`src/rtl/keccak_digest_ser.sv`:
```
// keccak_digest_ser
//   Takes the 25-lane final Keccak state pushed by the round engine and keeps
//   the first OUT_LANES lanes. It sends those lanes out as a byte stream: lane 0
//   bits [7:0] come first and lane OUT_LANES-1 bits [63:56] come last. Two
//   ping-pong banks let the next state be captured while the previous digest
//   is still draining.
//
// Ports
//   clk, rst  : clock and synchronous active-high reset
//   pushin    : lane valid from the round engine
//   firstin   : qualifies pushin; this lane is lane 0 of a new state
//   din       : 64-bit lane data
//   stopin    : registered; 1 when no bank is free (one-cycle skid is tolerated)
//   dout      : digest byte, forced to 0 while pushout=0
//   pushout   : dout is valid
//   firstout  : first byte of a digest (qualified by pushout)
//   lastout   : last byte of a digest (qualified by pushout)
//   stopout   : downstream stall; a byte transfers when pushout=1 and stopout=0
//   overrun   : sticky until rst; a whole state was dropped for lack of a bank
module keccak_digest_ser #(
  parameter int unsigned OUT_LANES = 4,
  parameter int unsigned NLANES    = 25
) (
  input  logic        clk,
  input  logic        rst,
  input  logic        pushin,
  input  logic        firstin,
  input  logic [63:0] din,
  output logic        stopin,
  output logic [7:0]  dout,
  output logic        pushout,
  output logic        firstout,
  output logic        lastout,
  input  logic        stopout,
  output logic        overrun
);

  localparam int unsigned OUT_BYTES = 8 * OUT_LANES;
  localparam int unsigned BCW       = $clog2(OUT_BYTES);
  localparam int unsigned DW        = OUT_BYTES * 8;

  localparam logic [BCW-1:0] LAST_BYTE  = BCW'(OUT_BYTES - 1);
  localparam logic [4:0]     OUT_LANES5 = 5'(OUT_LANES);
  localparam logic [4:0]     LAST_KEEP  = 5'(OUT_LANES - 1);
  localparam logic [4:0]     LAST_LANE  = 5'(NLANES - 1);

  typedef enum logic [1:0] {
    BANK_EMPTY,
    BANK_FILLING,
    BANK_FULL,
    BANK_SENDING
  } bank_st_e;

  bank_st_e        bank_st_q   [2];
  bank_st_e        bank_st_d   [2];
  logic [DW-1:0]   bank_data_q [2];
  logic [DW-1:0]   bank_data_d [2];

  logic            wr_ptr_q,   wr_ptr_d;
  logic            rd_ptr_q,   rd_ptr_d;
  logic            cap_bank_q, cap_bank_d;
  logic [4:0]      lane_cnt_q, lane_cnt_d;
  logic            drop_q,     drop_d;
  logic [BCW-1:0]  byte_cnt_q, byte_cnt_d;
  logic            stopin_q,   stopin_d;
  logic            overrun_q,  overrun_d;

  logic [DW-1:0]   rd_shift;
  logic            out_valid;
  logic            xfer;
  logic            can_alloc;

  always_comb begin
    bank_st_d   = bank_st_q;
    bank_data_d = bank_data_q;
    wr_ptr_d    = wr_ptr_q;
    rd_ptr_d    = rd_ptr_q;
    cap_bank_d  = cap_bank_q;
    lane_cnt_d  = lane_cnt_q;
    drop_d      = drop_q;
    byte_cnt_d  = byte_cnt_q;
    overrun_d   = overrun_q;
    can_alloc   = 1'b0;

    // The output is driven straight from the bank at rd ptr. This way a bank
    // that goes FULL on an edge presents byte 0 right after that edge, and a
    // stall holds every output with no extra holding register.
    out_valid = (bank_st_q[rd_ptr_q] == BANK_FULL) ||
                (bank_st_q[rd_ptr_q] == BANK_SENDING);
    rd_shift  = bank_data_q[rd_ptr_q] >> {byte_cnt_q, 3'b000};
    xfer      = out_valid && !stopout;

    if (xfer) begin
      if (byte_cnt_q == LAST_BYTE) begin
        bank_st_d[rd_ptr_q] = BANK_EMPTY;
        rd_ptr_d            = ~rd_ptr_q;
        byte_cnt_d          = '0;
      end else begin
        bank_st_d[rd_ptr_q] = BANK_SENDING;
        byte_cnt_d          = byte_cnt_q + 1'b1;
      end
    end

    // Allocation looks at the post-drain bank state. A bank freed by this
    // cycle's last-byte transfer can therefore take a firstin in the same
    // cycle. A FILLING bank at wr ptr is always the state that is currently
    // active, so a restart reuses it.
    if (pushin) begin
      if (firstin) begin
        can_alloc = (bank_st_d[wr_ptr_q] == BANK_EMPTY) ||
                    (bank_st_d[wr_ptr_q] == BANK_FILLING);
        lane_cnt_d = 5'd1;
        if (can_alloc) begin
          drop_d                          = 1'b0;
          cap_bank_d                      = wr_ptr_q;
          bank_data_d[wr_ptr_q][63:0]     = din;
          if (OUT_LANES == 1) begin
            bank_st_d[wr_ptr_q] = BANK_FULL;
            wr_ptr_d            = ~wr_ptr_q;
          end else begin
            bank_st_d[wr_ptr_q] = BANK_FILLING;
          end
        end else begin
          drop_d    = 1'b1;
          overrun_d = 1'b1;
        end
      end else if (lane_cnt_q != 5'd0) begin
        lane_cnt_d = (lane_cnt_q == LAST_LANE) ? 5'd0 : lane_cnt_q + 5'd1;
        if (!drop_q && (lane_cnt_q < OUT_LANES5)) begin
          for (int unsigned l = 1; l < OUT_LANES; l++) begin
            if (lane_cnt_q == 5'(l)) begin
              bank_data_d[cap_bank_q][l*64 +: 64] = din;
            end
          end
          if (lane_cnt_q == LAST_KEEP) begin
            bank_st_d[cap_bank_q] = BANK_FULL;
            wr_ptr_d              = ~wr_ptr_q;
          end
        end
      end
    end

    stopin_d = (bank_st_d[0] != BANK_EMPTY) && (bank_st_d[1] != BANK_EMPTY);
  end

  always_ff @(posedge clk) begin
    if (rst) begin
      bank_st_q[0] <= BANK_EMPTY;
      bank_st_q[1] <= BANK_EMPTY;
      wr_ptr_q     <= 1'b0;
      rd_ptr_q     <= 1'b0;
      cap_bank_q   <= 1'b0;
      lane_cnt_q   <= '0;
      drop_q       <= 1'b0;
      byte_cnt_q   <= '0;
      stopin_q     <= 1'b0;
      overrun_q    <= 1'b0;
    end else begin
      bank_st_q    <= bank_st_d;
      wr_ptr_q     <= wr_ptr_d;
      rd_ptr_q     <= rd_ptr_d;
      cap_bank_q   <= cap_bank_d;
      lane_cnt_q   <= lane_cnt_d;
      drop_q       <= drop_d;
      byte_cnt_q   <= byte_cnt_d;
      stopin_q     <= stopin_d;
      overrun_q    <= overrun_d;
    end
  end

  // Bank payload needs no reset: it is only read while its bank is FULL/SENDING.
  always_ff @(posedge clk) begin
    bank_data_q <= bank_data_d;
  end

  always_comb begin
    pushout  = out_valid;
    dout     = out_valid ? rd_shift[7:0] : '0;
    firstout = out_valid && (byte_cnt_q == '0);
    lastout  = out_valid && (byte_cnt_q == LAST_BYTE);
    stopin   = stopin_q;
    overrun  = overrun_q;
  end

endmodule
```
`config.mk`:
```
export PLATFORM = sky130hd
export DESIGN_NAME = keccak_digest_ser
export DESIGN_NICKNAME = d
export VERILOG_FILES = /design/src/rtl/keccak_digest_ser.sv
export SDC_FILE = /design/constraint.sdc
export NUM_CORES = 1
export LEC_CHECK = 0
export CAP_MARGIN = 20
export CORE_MARGIN = 4
export CORE_UTILIZATION = 45
export CTS_CLUSTER_DIAMETER = 60
export DETAILED_ROUTE_END_ITERATION = 7
export GPL_ROUTABILITY_DRIVEN = 0
export PLACE_DENSITY_LB_ADDON = 0.1
export SKIP_CTS_REPAIR_TIMING = 1
export SYNTH_ARGS = -nofsm -noshare
export SYNTH_HDL_FRONTEND = slang
export SYNTH_SLANG_ARGS = --single-unit
export TNS_END_PERCENT = 100
```
`constraint.sdc`:
```
create_clock -name clk -period 12 [get_ports clk]
set_clock_uncertainty 0.1 [all_clocks]
set_input_delay 2.4 -clock clk [delete_from_list [all_inputs] [get_ports clk]]
set_output_delay 2.4 -clock clk [all_outputs]
set_load 0.005 [all_outputs]
```
### Yosys cells after proc, flatten, opt, wreduce, memory -nomap -nowiden

Cells that the tools add are included.

| storage, ports and cells | value |
|---|---|
| register bits after elaboration | 532 |
| input bits | 69 |
| output and inout port bits | 13 |
| word-level logic and storage cells | 129 |

| cells by class | value |
|---|---|
| add/subtract/negate cells | 2 |
| order comparisons | 7 |
| equality and inequality tests | 9 |
| shift operators | 1 |
| multiplexer cells | 56 |
| bitwise logic cells | 16 |
| reduce and logical (&&, ||, !) cells | 26 |

Operators by type and width:

| kind | number |
|---|---|
| 2-to-1 mux 512 bit | 15 |
| bitwise mux 512 bit | 4 |
| demux 256 bit (select 1 bit) | 4 |
| 2-to-1 mux 256 bit | 4 |
| right shift 256 x 8 -> 8 bit | 1 |
| 2-to-1 mux 192 bit | 1 |
| 2-to-1 mux 128 bit | 1 |
| 2-to-1 mux 64 bit | 1 |
| 2-to-1 mux 4 bit | 8 |
| 2-to-1 mux 5 bit | 4 |
| 2-to-1 mux 2 bit | 9 |
| adder 5 x 1 -> 5 bit, second input constant | 2 |
| equality test 5 x 2 -> 1 bit, second input constant | 2 |
| equality test 5 bit, second input constant | 2 |
| logical AND 1 bit | 8 |
| 2-to-1 mux 8 bit | 1 |
| nonzero test 2 bit | 4 |
| demux 2 bit (select 1 bit) | 3 |
| greater-or-equal comparator 2 bit, second input constant | 3 |
| less-than comparator 2 x 1 -> 1 bit, second input constant | 3 |
| NOT 1 -> 2 bit | 3 |
| AND reduction 2 bit | 3 |
| AND reduction 3 bit | 2 |
| equality test 5 x 1 -> 1 bit, second input constant | 1 |
| 19 further kinds | 28 |

### Depth between registers and ports, before layout

Gate-level depths: netlist (run 1).

| depth | value |
|---|---|
| depth after elaboration | 22 |
| gate-level depth with buffers | 10 |
| mapped depth without buffers | 8 |

### Worst setup path after synthesis (run 1)

Ideal clock, no wire load.

| timing | value |
|---|---|
| kind | input-to-reg |
| from | input firstin |
| to | register bank_st_q[0] (netlist name) |
| setup time | 60 ps |
| data arrival time | 8,308 ps |
| required time | 11,840 ps |
| slack | 3,532 ps |
| cell stages on the path | 6 |
| path buffers | 1 |
| path through | clkbuf_1 > nand2_1 > a211oi_1 > o21ai_0 > o21ai_1 > and3b_1 |

| between the ends | value |
|---|---|
| word-level cells in the longest chain between the ends | 2 |

Ends and longest elaborated chain:

| item | line | RTL |
|---|---|---|
| from (decl) | 27 | `input logic firstin,` |
| 2-to-1 mux 4 bit | 109 | `if (firstin) begin` |
| 2-to-1 mux 4 bit | 108 | `if (pushin) begin` |
| to (signal assigned) | 159 | `bank_st_q <= bank_st_d;` |
| to (decl) | 54 | `bank_st_e bank_st_q [2];` |

No other way between the ends.
A chain may end at the register's enable or synchronous reset.

### Worst setup path after layout (run 1)

| timing | value |
|---|---|
| from | register rd_ptr_q |
| to | output dout[4] |

| between the ends | value |
|---|---|
| word-level cells in the longest chain between the ends | 7 |
| elaborated cells between the ends (all ways) | 12 |
| classes of those cells | 2 x eq/ne; 1 x shift; 7 x mux; 1 x bitwise; 1 x reduce/logical |

Ends and longest elaborated chain:

| item | line | RTL |
|---|---|---|
| from (decl) | 60 | `logic rd_ptr_q, rd_ptr_d;` |
| from (signal assigned) | 161 | `rd_ptr_q <= rd_ptr_d;` |
| NOT 1 -> 2 bit (not written as such) * | 88, 89, 90 |  |
| branches (longest 5 deep; another with 2-to-1 mux 256 bit) | -- |  |
| 2-to-1 mux 8 bit * | 178 | `dout = out_valid ? rd_shift[7:0] : '0;` |
| to (decl) | 30 | `output logic [7:0] dout,` |

Mark *: on every way between the ends. The select of a mux whose other input is x is not followed.

==> results of run 1 <==
[tightest hold or removal path, delay by kind of cell (launching register included)]
| kind | cells | cell delay (ps) |
|---|---|---|
| AOI/OAI and AO/OA | 1 | 50 |
| DFF | 1 | 310 |
| buffers and inverters | 1 | 50 |
[sequential cells by signal, indices dropped and copies added, names as in the netlist]
| name | cells |
|---|---|
| cap_bank_q | 1 |
| byte_cnt_q | 5 |
| drop_q | 1 |
| rd_ptr_q | 1 |
| overrun | 1 |
| lane_cnt_q | 5 |
| stopin | 1 |
| bank_data_q | 512 |
| wr_ptr_q | 1 |
| bank_st_q | 4 |
[area by class of cell]
| class | count | area [um^2] |
|---|---|---|
| Fill cell | 4366 | 24600 |
| Sequential cell | 532 | 15800 |
| Multi-Input combinational cell | 995 | 7440 |
| Clock buffer | 70 | 1500 |
| Timing Repair Buffer | 109 | 1040 |
| Tap cell | 680 | 851 |
| Clock inverter | 36 | 420 |
| Inverter | 12 | 45.0 |
[kinds of logic (layout without fill, tap and decap cells)]
logic type | Yosys count | after routing | synth area share
xor+xnor | 5 | 5 | 0.00184
flops | 532 | 532 | 0.665
fa+ha+maj | 8 | 8 | 0.00422
mux | 177 | 177 | 0.148
simple gates | 741 | 741 | 0.136
compound gates | 64 | 64 | 0.0194
buf+inv | 140 | 227 | 0.0261
[cells in the mapped netlist, types with 11 or more instances]
master    number
nor2_1       405
mux4_2       133
nand2_1      164
and3_1        68
edfxtp_1     512
buf_1         11
a21oi_1       12
buf_2         18
and2_1        64
mux2i_1       38
inv_1         11
dfxtp_1       20
clkbuf_1      87
[through the flow]
stage	setup WS, ps	instances	total power [mW]	hold WS [ps]	utilization
CTS	4920	2433	4.02	362	0.523
global route	4770	2434	4.10	381	0.523
floorplan	3530	1667	2.14	332	-
global placement	5600	2327	2.21	336	0.486
finish	5090	2434	3.98	357	0.523
detailed placement	5600	2327	2.21	348	0.486
[layout by cell type (no fill, tap or decap), types with 10 or more instances in the layout]
| cell | netlist | final |
|---|---|---|
| dfxtp_1 | 20 | 15 |
| mux4_2 | 133 | 133 |
| a21oi_1 | 12 | 12 |
| clkbuf_1 | 87 | 11 |
| clkdlybuf4s50_1 | 0 | 80 |
| edfxtp_1 | 512 | 512 |
| and3_1 | 68 | 67 |
| mux2i_1 | 38 | 38 |
| nand2_1 | 164 | 161 |
| inv_1 | 11 | 10 |
| clkbuf_16 | 0 | 57 |
| and2_1 | 64 | 64 |
| buf_4 | 7 | 27 |
| nor2_1 | 405 | 402 |
| clkinv_2 | 0 | 11 |
[power breakdown]
| part | internal [mW] | switching (mW) | leakage [nW] |
|---|---|---|---|
| Combinational | 0.0492 | 0.0792 | 3.00 |
| Sequential | 2.03 | 0.00618 | 5.45 |
| Clock | 1.08 | 0.736 | 0.938 |
[layer usage]
layer  part of all wire  track usage
met1               0.45        0.343
met4              0.019       0.0538
met2               0.48        0.362
met5                  0            0
met3              0.055       0.0274
[final timing paths]
| kind | from | to | slack (ps) | cells after the start |
|---|---|---|---|---|
| worst max register to register | byte_cnt_q[0] | bank_data_q[324] | 6410 | 10 |
| worst min-delay path | overrun | overrun | 360 | 2 |
| worst min register to register | overrun | overrun | 360 | 2 |
| worst max-delay path | rd_ptr_q | dout[4] | 5090 | 6 |
==> results by group, run 1 <==
Yosys
  • Cell variety after synth: 54
  • Async SR Flop Fraction: 0
  • Predominant post-synthesis flop cell: edfxtp_1
  • Avg Synthesized Cell Area: 14.2 um^2
  • Post-Syn Instances: 1667
  • Top post-synthesis cells by area: edfxtp_1, mux4_2, nor2_1, nand2_1, and3_1
  • Net count after synthesis: 1744
  • Seq cells post-synth: 532
  • Seq/Total Area, Yosys: 0.665
  • Post-Syn Area: 23700 um^2
  • EDFF count, synth: 512
  • Post-synth top area share: 0.648
  • Yosys top cell by area: edfxtp_1
  • Warnings from Yosys: 0

Routing
  • Wire per inst: 26.2 um
  • Via count: 14.2k
  • Antenna-violating nets left: 0
  • DR pass1 iterations: 5
  • DRT iter0 DRCs: 1541
  • Via density: 5.83
  • Residual DRC count: 0
  • Routed WL: 63800 um

Floorplan
  • Starting Density: 0.459
  • Num rows: 83
  • CORE AREA: 51700 um^2
  • Die H: 238 um
  • Die width: 238 um
  • Die area: 56500 um^2
  • Top-Level Pins: 82

Timing
  • Setup_tns: 0 ps
  • Tmin final: 6910 ps
  • Rel. slew slack: 0.279
  • Worst-margin pin slew: 1080 ps
  • Final hold violations: 0
  • RSZ-0062 raised after global routing: no
  • Max Clock Freq: 0.145 GHz
  • Final setup fails: 0
  • Fin crit share: 0.576
  • Max-slew violation count: 0

Critical path
  • Type of origin of the critical path: flip-flop
  • WP buf/inv: 2
  • Critical-path maximum fanout: 45
  • WP data required: 9500 ps
  • Peak per-stage delay on the critical path: 890 ps
  • Setup CP Type: flip-flop to output pin
  • Delay-heaviest family, CP: buffers and inverters
  • Crit path cell chain: buf_4 > mux4_2 > nand2_1 > a32o_1 > o31ai_1 > clkdlybuf4s50_1
  • Critical path arrival: 4410 ps
  • Worst setup EP type: output pin
  • Crit path max-delay cell type: dfxtp_4

Cells and area
  • Final nets: 1784
  • Diode count: 0
  • Layout cells sized above 1: 0.155
  • Area added between synthesis and finish: 14.1%
  • Finished Cell Area: 27100 um^2

Clock tree
  • Clock Root Buffer: clkbuf_16
  • H-tree depth: 2
  • Sinks on Clock Net: 532
  • Num CTS Buffers: 57
  • Clk buf depth: 3
  • TritonCTS clock tree: done
  • Clock Pin Slew Worst Setup and Hold Paths: 60 ps
  • Clk_lat worst skew: 620 ps

Global routing
  • Vias in the first global route: 14.8k
  • Global route overflow: 0
  • Initial antenna violation count: 2
  • Total GRT Usage: 0.228
  • Largest net degree at the start of global routing: 77
  • First-pass GRT wire length: 96500 um

Outcome
  • Status: finished, final reports clean

Pwr
  • Power density over cell area: 147 nW/um^2
  • Max IR drop VDD: 0.119 mV
  • Pleak: 9.39 nW

Hold path
  • Hold Path Class: flip-flop to flip-flop

Placed design
  • Post-DP HPWL: 38500 um
  • Number of buffers added on ports: 81
  • Dpl cell area: 25100 um^2

Job
  • Max-Cap Viols: 0
Note: power is estimated with default switching activity, not from simulation.
==> inputs of run 2 (changes only) <==
- clock period: 12 -> 6.05 ns (I/O delays scaled with it)
==> results by group, run 2 (synthesis results as in run 1) <==
Hold path
  • Hold Path Class: flip-flop to flip-flop

Critical path
  • Type of origin of the critical path: flip-flop
  • Worst setup EP type: output pin
  • Setup CP Type: flip-flop to output pin
  • Critical-path maximum fanout: 32
  • Critical path arrival: 4040 ps
  • Crit path max-delay cell type: o31ai_1
  • Crit path cell chain: mux2i_1 > nand2b_1 > o31ai_1 > clkdlybuf4s50_1
  • Peak per-stage delay on the critical path: 960 ps
  • WP data required: 4740 ps

Floorplan
  • Starting Density: 0.459
  • Top-Level Pins: 82
  • Die area: 56500 um^2
  • CORE AREA: 51700 um^2
  • Die width: 238 um
  • Die H: 238 um
  • Num rows: 83

Placed design
  • Post-DP HPWL: 39400 um
  • Number of buffers added on ports: 81
  • Worst slack, placed: 1380 ps
  • Dpl cell area: 25300 um^2

Pwr
  • Sw frac: 0.211
  • Total chip power: 7.73 mW
  • Comb pwr share: 0.034
  • Sequential cell fraction of total power: 0.524
  • Clock power share: 0.443
  • Sw Pwr: 1.63 mW
  • Total internal power: 6.10 mW
  • Max IR drop VDD: 0.221 mV
  • Pleak: 9.44 nW
  • Power density over cell area: 285 nW/um^2

Cells and area
  • Layout cells sized above 1: 0.160
  • Reg with most FFs: bank_data_q
  • Most frequent cells in the layout: edfxtp_1, nor2_1, nand2_1, mux4_2, clkdlybuf4s50_1
  • Finished Cell Area: 27200 um^2
  • FILL cells: 4335
  • Area of the multi-input gates: 7430 um^2
  • Area added between synthesis and finish: 14.5%
  • Reg area: 15800 um^2
  • Most common cell after layout, fill and taps aside: edfxtp_1
  • Largest registers: bank_data_q (512), byte_cnt_q (5), lane_cnt_q (5)
  • Final nets: 1797
  • Number of flip-flops in the largest register: 512
  • Final core occ: 0.525

Job
  • Max-Cap Viols: 0

Clock tree
  • Sinks on Clock Net: 532
  • TritonCTS clock tree: done
  • Clock Root Buffer: clkbuf_16
  • H-tree depth: 2
  • Clock Pin Slew Worst Setup and Hold Paths: 60 ps
  • Clk_lat worst skew: 610 ps
  • Num CTS Buffers: 56
  • Clk buf depth: 3

Timing
  • Max Clock Freq: 0.187 GHz
  • RSZ-0062 raised after global routing: no
  • Tmin final: 5350 ps
  • Fin crit share: 0.884
  • Final setup margin: 703 ps
  • Setup_tns: 0 ps
  • Rel. slew slack: 0.282
  • Worst-margin pin slew: 1080 ps
  • Final setup fails: 0
  • Max-slew violation count: 0
  • Final hold violations: 0

Routing
  • Via density: 5.83
  • DRT iter0 DRCs: 1460
  • Residual DRC count: 0
  • DR pass1 iterations: 5
  • Via count: 14.3k
  • Wire per inst: 25.8 um
  • Routed WL: 63200 um
  • Antenna-violating nets left: 0

Global routing
  • Largest net degree at the start of global routing: 97
  • Vias in the first global route: 14.6k
  • Global route overflow: 0
  • First-pass GRT wire length: 95000 um
  • Total GRT Usage: 0.225
  • Initial antenna violation count: 0

Outcome
  • Status: finished, final reports clean
run 2: cell count changes in the layout (fill, tap and decap cells not counted), moves of 2 or more:
| cell | previous run | this run |
|---|---|---|
| clkinv_1 | 9 | 12 |
| bufinv_16 | 9 | 5 |
| buf_12 | 0 | 7 |
| clkbuf_8 | 2 | 4 |
| buf_4 | 27 | 34 |
| clkbuf_1 | 11 | 9 |
run 2: per-layer routing:
metal,GRT usage,share of wire
met1,0.338,0.44
met2,0.348,0.46
met3,0.0456,0.081
met4,0.0453,0.018
met5,0,0
run 2: critical path, delay by kind of cell (launching register included):
kind / cells / cell delay (ps)
compound gates: 1 / 960
flops: 1 / 830
buf+inv: 1 / 660
simple gates: 1 / 570
mux: 1 / 380
run 2: cell type report:
type | count | share of cell area
multi-input cells | 995 | 0.274
inverters | 12 | 0.00166
well taps | 680 | 0.0313
clock buffers | 69 | 0.0548
clock inverters | 36 | 0.0122
repair buffers | 123 | 0.0452
diodes | 1 | 0.0000921
flip-flops and latches | 532 | 0.581
run 2: stage by stage:
step	cells	hold slack, ps
2_1_floorplan	1667	332
5_1_grt	2447	379
6_report	2448	354
3_3_place_gp	2341	342
3_5_place_dp	2341	346
4_1_cts	2446	357
run 2: final timing paths:
kind	depth (start not counted)	from	slack [ps]	end
max	4	rd_ptr_q	700	dout[5]
min	2	overrun	350	overrun
max reg2reg	10	byte_cnt_q[0]	1570	bank_data_q[187]
min reg2reg	2	overrun	350	overrun
run 2: power by group through the flow:
stage	Clock [mW]	Sequential (mW)	Combinational (mW)
floorplan	0	4.12	0.124
global placement	0	4.13	0.257
detailed placement	0	4.13	0.259
CTS	3.48	4.05	0.260
global route	3.64	4.05	0.281
finish	3.42	4.05	0.260
